===== src/rtl/imem_loader_if.sv =====
// Bundles the byte-stream handshake, the BRAM write port and the loader status lines.
// The slave modport is the loader's view. The master modport is the host/boot-controller view.
interface imem_loader_if #(
  parameter int ADDR_W = 5
);
  logic              i_start;
  logic [ADDR_W:0]   i_num_words;
  logic              i_byte_valid;
  logic [7:0]        i_byte_data;
  logic              o_byte_ready;
  logic              o_mem_we;
  logic [ADDR_W-1:0] o_mem_addr;
  logic [31:0]       o_mem_din;
  logic              o_busy;
  logic              o_done;
  logic              o_cpu_hold;

  modport slave (
    input  i_start, i_num_words, i_byte_valid, i_byte_data,
    output o_byte_ready, o_mem_we, o_mem_addr, o_mem_din, o_busy, o_done, o_cpu_hold
  );

  modport master (
    output i_start, i_num_words, i_byte_valid, i_byte_data,
    input  o_byte_ready, o_mem_we, o_mem_addr, o_mem_din, o_busy, o_done, o_cpu_hold
  );
endinterface


===== src/rtl/imem_loader.sv =====
// Boot loader: packs a big-endian byte stream into 32-bit words and writes them to consecutive
// instruction-memory word addresses. It holds the CPU in reset until the requested count has been written.
module imem_loader #(
  parameter int DEPTH  = 32,
  parameter int ADDR_W = 5
) (
  input  logic          clk,
  input  logic          rst_n,
  imem_loader_if.slave  bus
);
  localparam logic [1:0] S_IDLE  = 2'd0;
  localparam logic [1:0] S_RECV  = 2'd1;
  localparam logic [1:0] S_WRITE = 2'd2;

  localparam logic [ADDR_W:0] L_DEPTH = (ADDR_W+1)'(DEPTH);

  logic [1:0]        r_state;
  logic [ADDR_W:0]   r_word_cnt;
  logic [ADDR_W:0]   r_target;
  logic [1:0]        r_byte_cnt;
  logic [23:0]       r_asm;
  logic              r_byte_ready;
  logic              r_mem_we;
  logic [ADDR_W-1:0] r_mem_addr;
  logic [31:0]       r_mem_din;
  logic              r_busy;
  logic              r_done;
  logic              r_cpu_hold;

  logic [ADDR_W:0]   w_clamped;
  logic [ADDR_W:0]   w_word_next;
  logic              w_accept;

  assign w_clamped   = (bus.i_num_words > L_DEPTH) ? L_DEPTH : bus.i_num_words;
  assign w_word_next = r_word_cnt + {{ADDR_W{1'b0}}, 1'b1};
  assign w_accept    = bus.i_byte_valid & r_byte_ready;

  always_ff @(posedge clk or negedge rst_n) begin
    if (!rst_n) begin
      r_state      <= S_IDLE;
      r_word_cnt   <= '0;
      r_target     <= '0;
      r_byte_cnt   <= '0;
      r_asm        <= '0;
      r_byte_ready <= 1'b0;
      r_mem_we     <= 1'b0;
      r_mem_addr   <= '0;
      r_mem_din    <= '0;
      r_busy       <= 1'b0;
      r_done       <= 1'b0;
      r_cpu_hold   <= 1'b1;
    end else begin
      case (r_state)
        S_IDLE: begin
          if (bus.i_start) begin
            if (w_clamped == '0) begin
              r_done     <= 1'b1;
              r_cpu_hold <= 1'b0;
            end else begin
              r_state      <= S_RECV;
              r_target     <= w_clamped;
              r_word_cnt   <= '0;
              r_byte_cnt   <= '0;
              r_mem_addr   <= '0;
              r_done       <= 1'b0;
              r_cpu_hold   <= 1'b1;
              r_busy       <= 1'b1;
              r_byte_ready <= 1'b1;
            end
          end
        end
        S_RECV: begin
          if (w_accept) begin
            r_asm      <= {r_asm[15:0], bus.i_byte_data};
            r_byte_cnt <= r_byte_cnt + 2'd1;
            // Fourth byte completes the word: present it on the write port next cycle.
            if (r_byte_cnt == 2'd3) begin
              r_mem_din    <= {r_asm, bus.i_byte_data};
              r_mem_we     <= 1'b1;
              r_byte_ready <= 1'b0;
              r_state      <= S_WRITE;
            end
          end
        end
        S_WRITE: begin
          r_mem_we   <= 1'b0;
          r_word_cnt <= w_word_next;
          if (w_word_next == r_target) begin
            r_state    <= S_IDLE;
            r_busy     <= 1'b0;
            r_done     <= 1'b1;
            r_cpu_hold <= 1'b0;
          end else begin
            r_mem_addr   <= r_mem_addr + {{(ADDR_W-1){1'b0}}, 1'b1};
            r_byte_ready <= 1'b1;
            r_state      <= S_RECV;
          end
        end
        default: begin
          r_state      <= S_IDLE;
          r_mem_we     <= 1'b0;
          r_byte_ready <= 1'b0;
          r_busy       <= 1'b0;
        end
      endcase
    end
  end

  assign bus.o_byte_ready = r_byte_ready;
  assign bus.o_mem_we     = r_mem_we;
  assign bus.o_mem_addr   = r_mem_addr;
  assign bus.o_mem_din    = r_mem_din;
  assign bus.o_busy       = r_busy;
  assign bus.o_done       = r_done;
  assign bus.o_cpu_hold   = r_cpu_hold;
endmodule


===== src/flat_wrapper.sv =====
// flat-port wrapper written by rule: the top's interface ports become plain ports
module imem_loader_flat 
#(
  parameter int DEPTH  = 32,
  parameter int ADDR_W = 5
)
  (clk, rst_n, bus_i_start, bus_i_num_words, bus_i_byte_valid, bus_i_byte_data, bus_o_byte_ready, bus_o_mem_we, bus_o_mem_addr, bus_o_mem_din, bus_o_busy, bus_o_done, bus_o_cpu_hold);
  imem_loader_if #(.ADDR_W(ADDR_W)) bus_i ();
  input  logic clk;
  input  logic rst_n;
  input wire logic [$bits(bus_i.i_start)-1:0] bus_i_start;
  input wire logic [$bits(bus_i.i_num_words)-1:0] bus_i_num_words;
  input wire logic [$bits(bus_i.i_byte_valid)-1:0] bus_i_byte_valid;
  input wire logic [$bits(bus_i.i_byte_data)-1:0] bus_i_byte_data;
  output wire logic [$bits(bus_i.o_byte_ready)-1:0] bus_o_byte_ready;
  output wire logic [$bits(bus_i.o_mem_we)-1:0] bus_o_mem_we;
  output wire logic [$bits(bus_i.o_mem_addr)-1:0] bus_o_mem_addr;
  output wire logic [$bits(bus_i.o_mem_din)-1:0] bus_o_mem_din;
  output wire logic [$bits(bus_i.o_busy)-1:0] bus_o_busy;
  output wire logic [$bits(bus_i.o_done)-1:0] bus_o_done;
  output wire logic [$bits(bus_i.o_cpu_hold)-1:0] bus_o_cpu_hold;
  assign bus_i.i_start = bus_i_start;
  assign bus_i.i_num_words = bus_i_num_words;
  assign bus_i.i_byte_valid = bus_i_byte_valid;
  assign bus_i.i_byte_data = bus_i_byte_data;
  assign bus_o_byte_ready = bus_i.o_byte_ready;
  assign bus_o_mem_we = bus_i.o_mem_we;
  assign bus_o_mem_addr = bus_i.o_mem_addr;
  assign bus_o_mem_din = bus_i.o_mem_din;
  assign bus_o_busy = bus_i.o_busy;
  assign bus_o_done = bus_i.o_done;
  assign bus_o_cpu_hold = bus_i.o_cpu_hold;
  imem_loader #(.DEPTH(DEPTH), .ADDR_W(ADDR_W)) u_core (.clk(clk), .rst_n(rst_n), .bus(bus_i));
endmodule

===== config.mk =====
export PLATFORM = sky130hd
export DESIGN_NAME = imem_loader_flat
export DESIGN_NICKNAME = d
export VERILOG_FILES = /design/src/rtl/imem_loader_if.sv /design/src/rtl/imem_loader.sv /design/src/flat_wrapper.sv
export SDC_FILE = /design/constraint.sdc
export NUM_CORES = 1
export LEC_CHECK = 0
export CAP_MARGIN = 20
export CELL_PAD_IN_SITES_DETAIL_PLACEMENT = 1
export CELL_PAD_IN_SITES_GLOBAL_PLACEMENT = 1
export CORE_ASPECT_RATIO = 2
export CORE_UTILIZATION = 37
export DETAILED_ROUTE_END_ITERATION = 16
export GPL_ROUTABILITY_DRIVEN = 0
export GPL_TIMING_DRIVEN = 0
export PLACE_DENSITY = 0.77
export SETUP_SLACK_MARGIN = 0.2
export SYNTH_ARGS = -nofsm -noshare
export SYNTH_HDL_FRONTEND = slang
export SYNTH_SLANG_ARGS = --single-unit

===== constraint.sdc =====
create_clock -name clk -period 1.9 [get_ports clk]
set_clock_uncertainty 0.15 [all_clocks]
set_input_delay 0.38 -clock clk [delete_from_list [all_inputs] [get_ports clk]]
set_output_delay 0.38 -clock clk [all_outputs]
set_load 0.01 [all_outputs]

# Word-level counts from Yosys, hierarchy flattened
# Cells that the tools add are included.
[totals] word_cells=81 reg_bits=82 out_inout_bits=42 inputBits=18
[op_classes] n_mux=36 n_bitwise=4 order_cmp=1 n_reduce_logical=15 n_addsub=3 eq_ne=10
[op_table] operator="$mux 6" n=3
[op_table] operator="$reduce_and 4->1" n=4
[op_table] operator="$mux 5" n=3
[op_table] operator="$reduce_and 3->1" n=5
[op_table] operator="$mux 1" n=14
[op_table] operator="$mux 2" n=7
[op_table] operator="$pmux 6 s2" n=1
[op_table] operator="$pmux 5 s2" n=1
[op_table] operator="$add 6x1->6 const B" n=1
[op_table] operator="$eq 6x6->1" n=1
[op_table] operator="$gt 6x6->1 const B" n=1
[op_table] operator="$logic_not 6->1" n=1
[op_table] operator="$ne 2x1->1 const B" n=3
[op_table] operator="$ne 2x2->1 const B" n=3
[op_table] operator="$pmux 1 s2" n=3
[op_table] operator="$pmux 1 s3" n=2
[op_table] operator="$pmux 2 s3" n=1
[op_table] operator="$add 5x1->5 const B" n=1
[op_table] operator="$reduce_and 5->1" n=1
[op_table] operator="$eq 2x2->1 const B" n=2
[op_table] operator="$pmux 2 s2" n=1
[op_table] operator="$reduce_bool 2->1" n=2
[op_table] operator="$not 1->1" n=3
[op_table] operator="$add 2x1->2 const B" n=1
[op_table] operator="4 further kinds" n=4

# Logic depth before layout (Yosys ltp)
[logic_depth] word_depth=6 ltp_mapped=7 ltp_nobuf=6

# Least setup slack after synthesis
# Ideal clock, no wire load.
[synth_path] path_type="register to register" start="reg u_core.r_word_cnt[0]" end="reg u_core.r_mem_addr[1], in the netlist u_core.bus.o_mem_addr[1]" t_required_ps=1624 n_path_buf=0 setup_ps=126 path_slack_ps=-188 synth_period_minus_slack_ps=2088 stages_incl_launch_ff=7 arrival_time_ps=1812 cell_sequence="dfrtp_1 ha_1 and3_4 xnor3_1 nand4_1 or2_1 a311o_1"
[synth_between] elab_chain_len=4
[synth_rtl] element="start, declared" line="imem_loader.sv:18" rtl="logic [ADDR_W:0] r_word_cnt;"
[synth_rtl] element="start signal, assigned" line="imem_loader.sv:87" rtl="r_word_cnt <= w_word_next;"
[synth_rtl] element="$add 6x1->6" line="imem_loader.sv:35" rtl="assign w_word_next = r_word_cnt + {{ADDR_W{1'b0}}, 1'b1};"
[synth_rtl] element="$eq 6x6->1" line="imem_loader.sv:88" rtl="if (w_word_next == r_target) begin"
[synth_rtl] element="$ne 2x2->1 (no line)"
[synth_rtl] element="$reduce_and 4->1 (no line)"
[synth_rtl] element="end signal, assigned" line="imem_loader.sv:94" rtl="r_mem_addr <= r_mem_addr + {{(ADDR_W-1){1'b0}}, 1'b1};"
[synth_rtl] element="end, declared" line="imem_loader.sv:24" rtl="logic [ADDR_W-1:0] r_mem_addr;"
# No other way between the ends.
# A chain may end at the register's enable or synchronous reset.

# Worst setup path after layout
[layout_path] start="reg u_core.r_word_cnt[3]" end="reg u_core.r_byte_ready, in the netlist u_core.bus.o_byte_ready"
[layout_between] elab_chain_len=4
[layout_rtl] element="$add 6x1->6" line="imem_loader.sv:35"
[layout_rtl] element="$eq 6x6->1" line="imem_loader.sv:88"
[layout_rtl] element="$ne 2x2->1 (no line)"
[layout_rtl] element="$reduce_and 5->1 (no line)"
[layout_rtl] element="end signal, assigned" line="imem_loader.sv:45" rtl="r_byte_ready <= 1'b0;"
[layout_rtl] element="end signal, assigned" line="imem_loader.sv:95" rtl="r_byte_ready <= 1'b1;"
[layout_rtl] element="end signal, assigned" line="imem_loader.sv:102" rtl="r_byte_ready <= 1'b0;"
[layout_rtl] element="end, declared" line="imem_loader.sv:22" rtl="logic r_byte_ready;"
# No other way between the ends.

==> impl_metrics.csv <==
group,metric,value,unit
outcome,outcome,"finished with violations",
outcome,violations,"setup timing",
setup_path,slowest_delay,0.51,ns
final_layout,n_antenna_cell,0,
sta,tightest_slew,0.539,ns
sta,slew_viol_final,0,
final_layout,final_area,4790,um2
clock_network,clk_path_buf_depth,2,
clock_network,cts_num_sinks,82,
routing,drt_pre_antenna_iters,4,
routing,viasPerCell,5.13,
floorplan,core,9010,um2
placed_design,numPortBuffers,59,
floorplan,fp.dieW,70.4,um
sta,finalCritPeriodShare,108,%
clock_network,clock_latency,0.34,ns
power,total_leakage_power,2.55,nW
clock_network,cts-buffers-inserted,9,
setup_path,start_kind,"flip-flop",
synthesis,syn_area_per_cell,11.3,um2
power,ir_worst_vdd,0.000664,V
final_layout,final_cells,500,
grt,grt_use_total,18.9,%
synthesis,synth-edff-count,0,
routing,drc,0,
synthesis,synth_area,3460,um2
final_layout,multi_input_area,1450,um2
synthesis,ys_warn_count,0,
grt,grt.met3_usage,3.42,%
synthesis,synthCells,305,
final_layout,final_common_cell,"nand2_1",
clock_network,htreeDepth,3,
grt,grt_pass1_vias,2791,
clock_network,root_buffer,"clkbuf_16",
sta,hold_violations,0,
final_layout,drive_gt1_share,29.1,%
final_layout,fillers,964,
sta,hold_slack,0.174,ns
final_layout,final_cell_mix,"nand2_1, dfrtp_1, dlygate4sd2_1",
final_layout,seq_area,2060,um2
final_layout,final_util,53.1,%
synthesis,synth_ff_type,"dfrtp_1",
setup_path,cp.arrival,2.12,ns
synthesis,async_flop_share,100,%
run,drv_cap,0,
routing,ant_nets,0,
routing,vias,2563,
floorplan,dieArea,9760,um2
sta,slew_headroom,64.0,%
placed_design,place_ws,-0.648,ns
floorplan,start_util,38.4,%
synthesis,syn_nets,326,
setup_path,setup.worst_path.end_class,"flip-flop",
floorplan,num_io_pins,60,
routing,wirelength,8940,um
routing,drtIter0Drc,128,
setup_path,crit_slowest_cell,"dfrtp_1",
floorplan,fp.dieH,139,um
clock_network,cts_tree,"yes",
grt,antenna_found_initial,0,
sta,rsz0062_at_grt,"true",
grt,use_met1,22.1,%
min_path,hold_class,"input pin to flip-flop",
synthesis,ys_ff_latch,82,
grt,grt-busiest-layer,"met2",
routing,avgRoutedWirePerCell,17.9,um
grt,overflow,0,
placed_design,dp.cells,467,
sta,period_needed,2.05,ns
final_layout,synthToLayoutAreaGrowth,38.4,%
grt,grt_util_met2,33.1,%
setup_path,required,1.97,ns
setup_path,cp_max_fo,5,
placed_design,dpl.hpwl,5710,um
grt,grt_first_pass_wirelength,14300,um
grt,grt_max_degree,73,
setup_path,worstPathCellList,"nand2_1 > nor2_4 > xor3_2 > or2_4 > a221o_1",
power,power.density,779,nW/um2
synthesis,synth_cell_types,45,
floorplan,fp-row-count,49,
final_layout,fin_nets,414,
sta,setup_slack,-0.154,ns
setup_path,criticalPathCategory,"flip-flop to flip-flop",
sta,fmax,487,MHz
clock_network,clk_pin_slew_worst_paths,0.06,ns
placed_design,placed_area,4260,um2
synthesis,ys_seq_area_share,59.4,%
sta,setup_viol,11,
[state kept, by name (all words and copies together), names as in the netlist, 2 cells and up]
register               flops
u_core.r_target            6
u_core.r_word_cnt          6
u_core.r_asm              24
u_core.r_state             2
u_core.r_byte_cnt          2
u_core.bus.o_mem_addr      5
u_core.bus.o_mem_din      32
[power by group]
part           internal [mW]  switching, mW  total, mW
clock                   1.16          0.698       1.85
combinational         0.0542         0.0654      0.120
sequential              1.75        0.00561       1.76
[area by class of cell]
| cell class | instances | share of cell area [%] |
|---|---|---|
| clock inverters | 6 | 1.83 |
| multi-input cells | 206 | 30.3 |
| inverters | 6 | 0.497 |
| well taps | 102 | 2.67 |
| plain buffers | 11 | 1.91 |
| flip-flops and latches | 82 | 43.0 |
| clock buffers | 10 | 4.78 |
| repair buffers | 77 | 15.0 |
[repair_timing]
| action | in CTS | in global routing |
|---|---|---|
| hold buffers | 1 | 0 |
| endpoints found under the hold margin | 10 | 0 |
| pin swaps | 7 | 5 |
| cloned | 1 | 1 |
| setup buffers | 8 | 6 |
| resized for setup | 84 | 29 |
| setup endpoints to repair | 120 | 71 |
[metrics by stage]
stage	power, mW	setup TNS [ns]
2_1_floorplan	1.81	-0.232
3_3_place_gp	1.90	-250.70
3_5_place_dp	1.91	-36.94
4_1_cts	3.77	-0.419
5_1_grt	3.84	-1.22
6_report	3.73	-0.744
[cell families (layout without fill, tap and decap cells)]
group           after synthesis  count (layout)  synth area share (%)
flops                        82              82                  59.4
buf+inv                      17             110                  2.60
compound gates               33              33                  6.26
xor+xnor                     10              10                  3.36
simple gates                124             124                  15.7
mux                          36              36                  11.6
fa+ha+maj                     3               3                  1.09
[synthesized netlist by cell type, types with 2 or more instances]
cell	n	area [um2]
dfrtp_1	81	2030
mux2_2	33	372
nor3_1	2	10.0
clkbuf_1	5	18.8
inv_1	5	18.8
xor2_1	2	17.5
buf_6	3	33.8
ha_1	3	37.5
nand3_1	3	15.0
buf_2	3	15.0
a311o_1	2	20.0
mux2i_1	3	30.0
a21o_1	2	15.0
nand2b_1	7	43.8
nand2_1	94	353
o21ai_0	15	75.1
xnor2_1	6	52.6
a21oi_1	4	20.0
and2_1	2	12.5
nor2_1	5	18.8
[layer usage]
metal	vias to the layer above	wire, um	share of wire (%)
met4	0	199	2.2
met1	1292	3460	39
met5	-	0	0
met2	53	5010	56
li1	1204	-	-
met3	14	273	3.1
[path summary, 6_finish.rpt]
path / startpoint / to / slack (ns) / cells past startpoint
max reg2reg: u_core.r_word_cnt[3] / u_core.bus.o_byte_ready / -0.15 / 5
min reg2reg: u_core.r_asm[17] / u_core.r_asm[17] / 0.33 / 2
max: u_core.r_word_cnt[3] / u_core.bus.o_byte_ready / -0.15 / 5
min: bus_i_num_words[2] / u_core.r_target[2] / 0.17 / 3
max in group asynchronous: rst_n / u_core.r_word_cnt[2] / 0.73 / 3
min in group asynchronous: rst_n / u_core.bus.o_mem_addr[2] / 0.27 / 2
[critical path: cells and delay by family (launching register included)]
| kind | cells | cell delay (ns) |
|---|---|---|
| compound gates | 1 | 0.31 |
| flops | 1 | 0.51 |
| xor+xnor | 1 | 0.35 |
| simple gates | 3 | 0.62 |
Note: power is estimated with default switching activity, not from simulation.
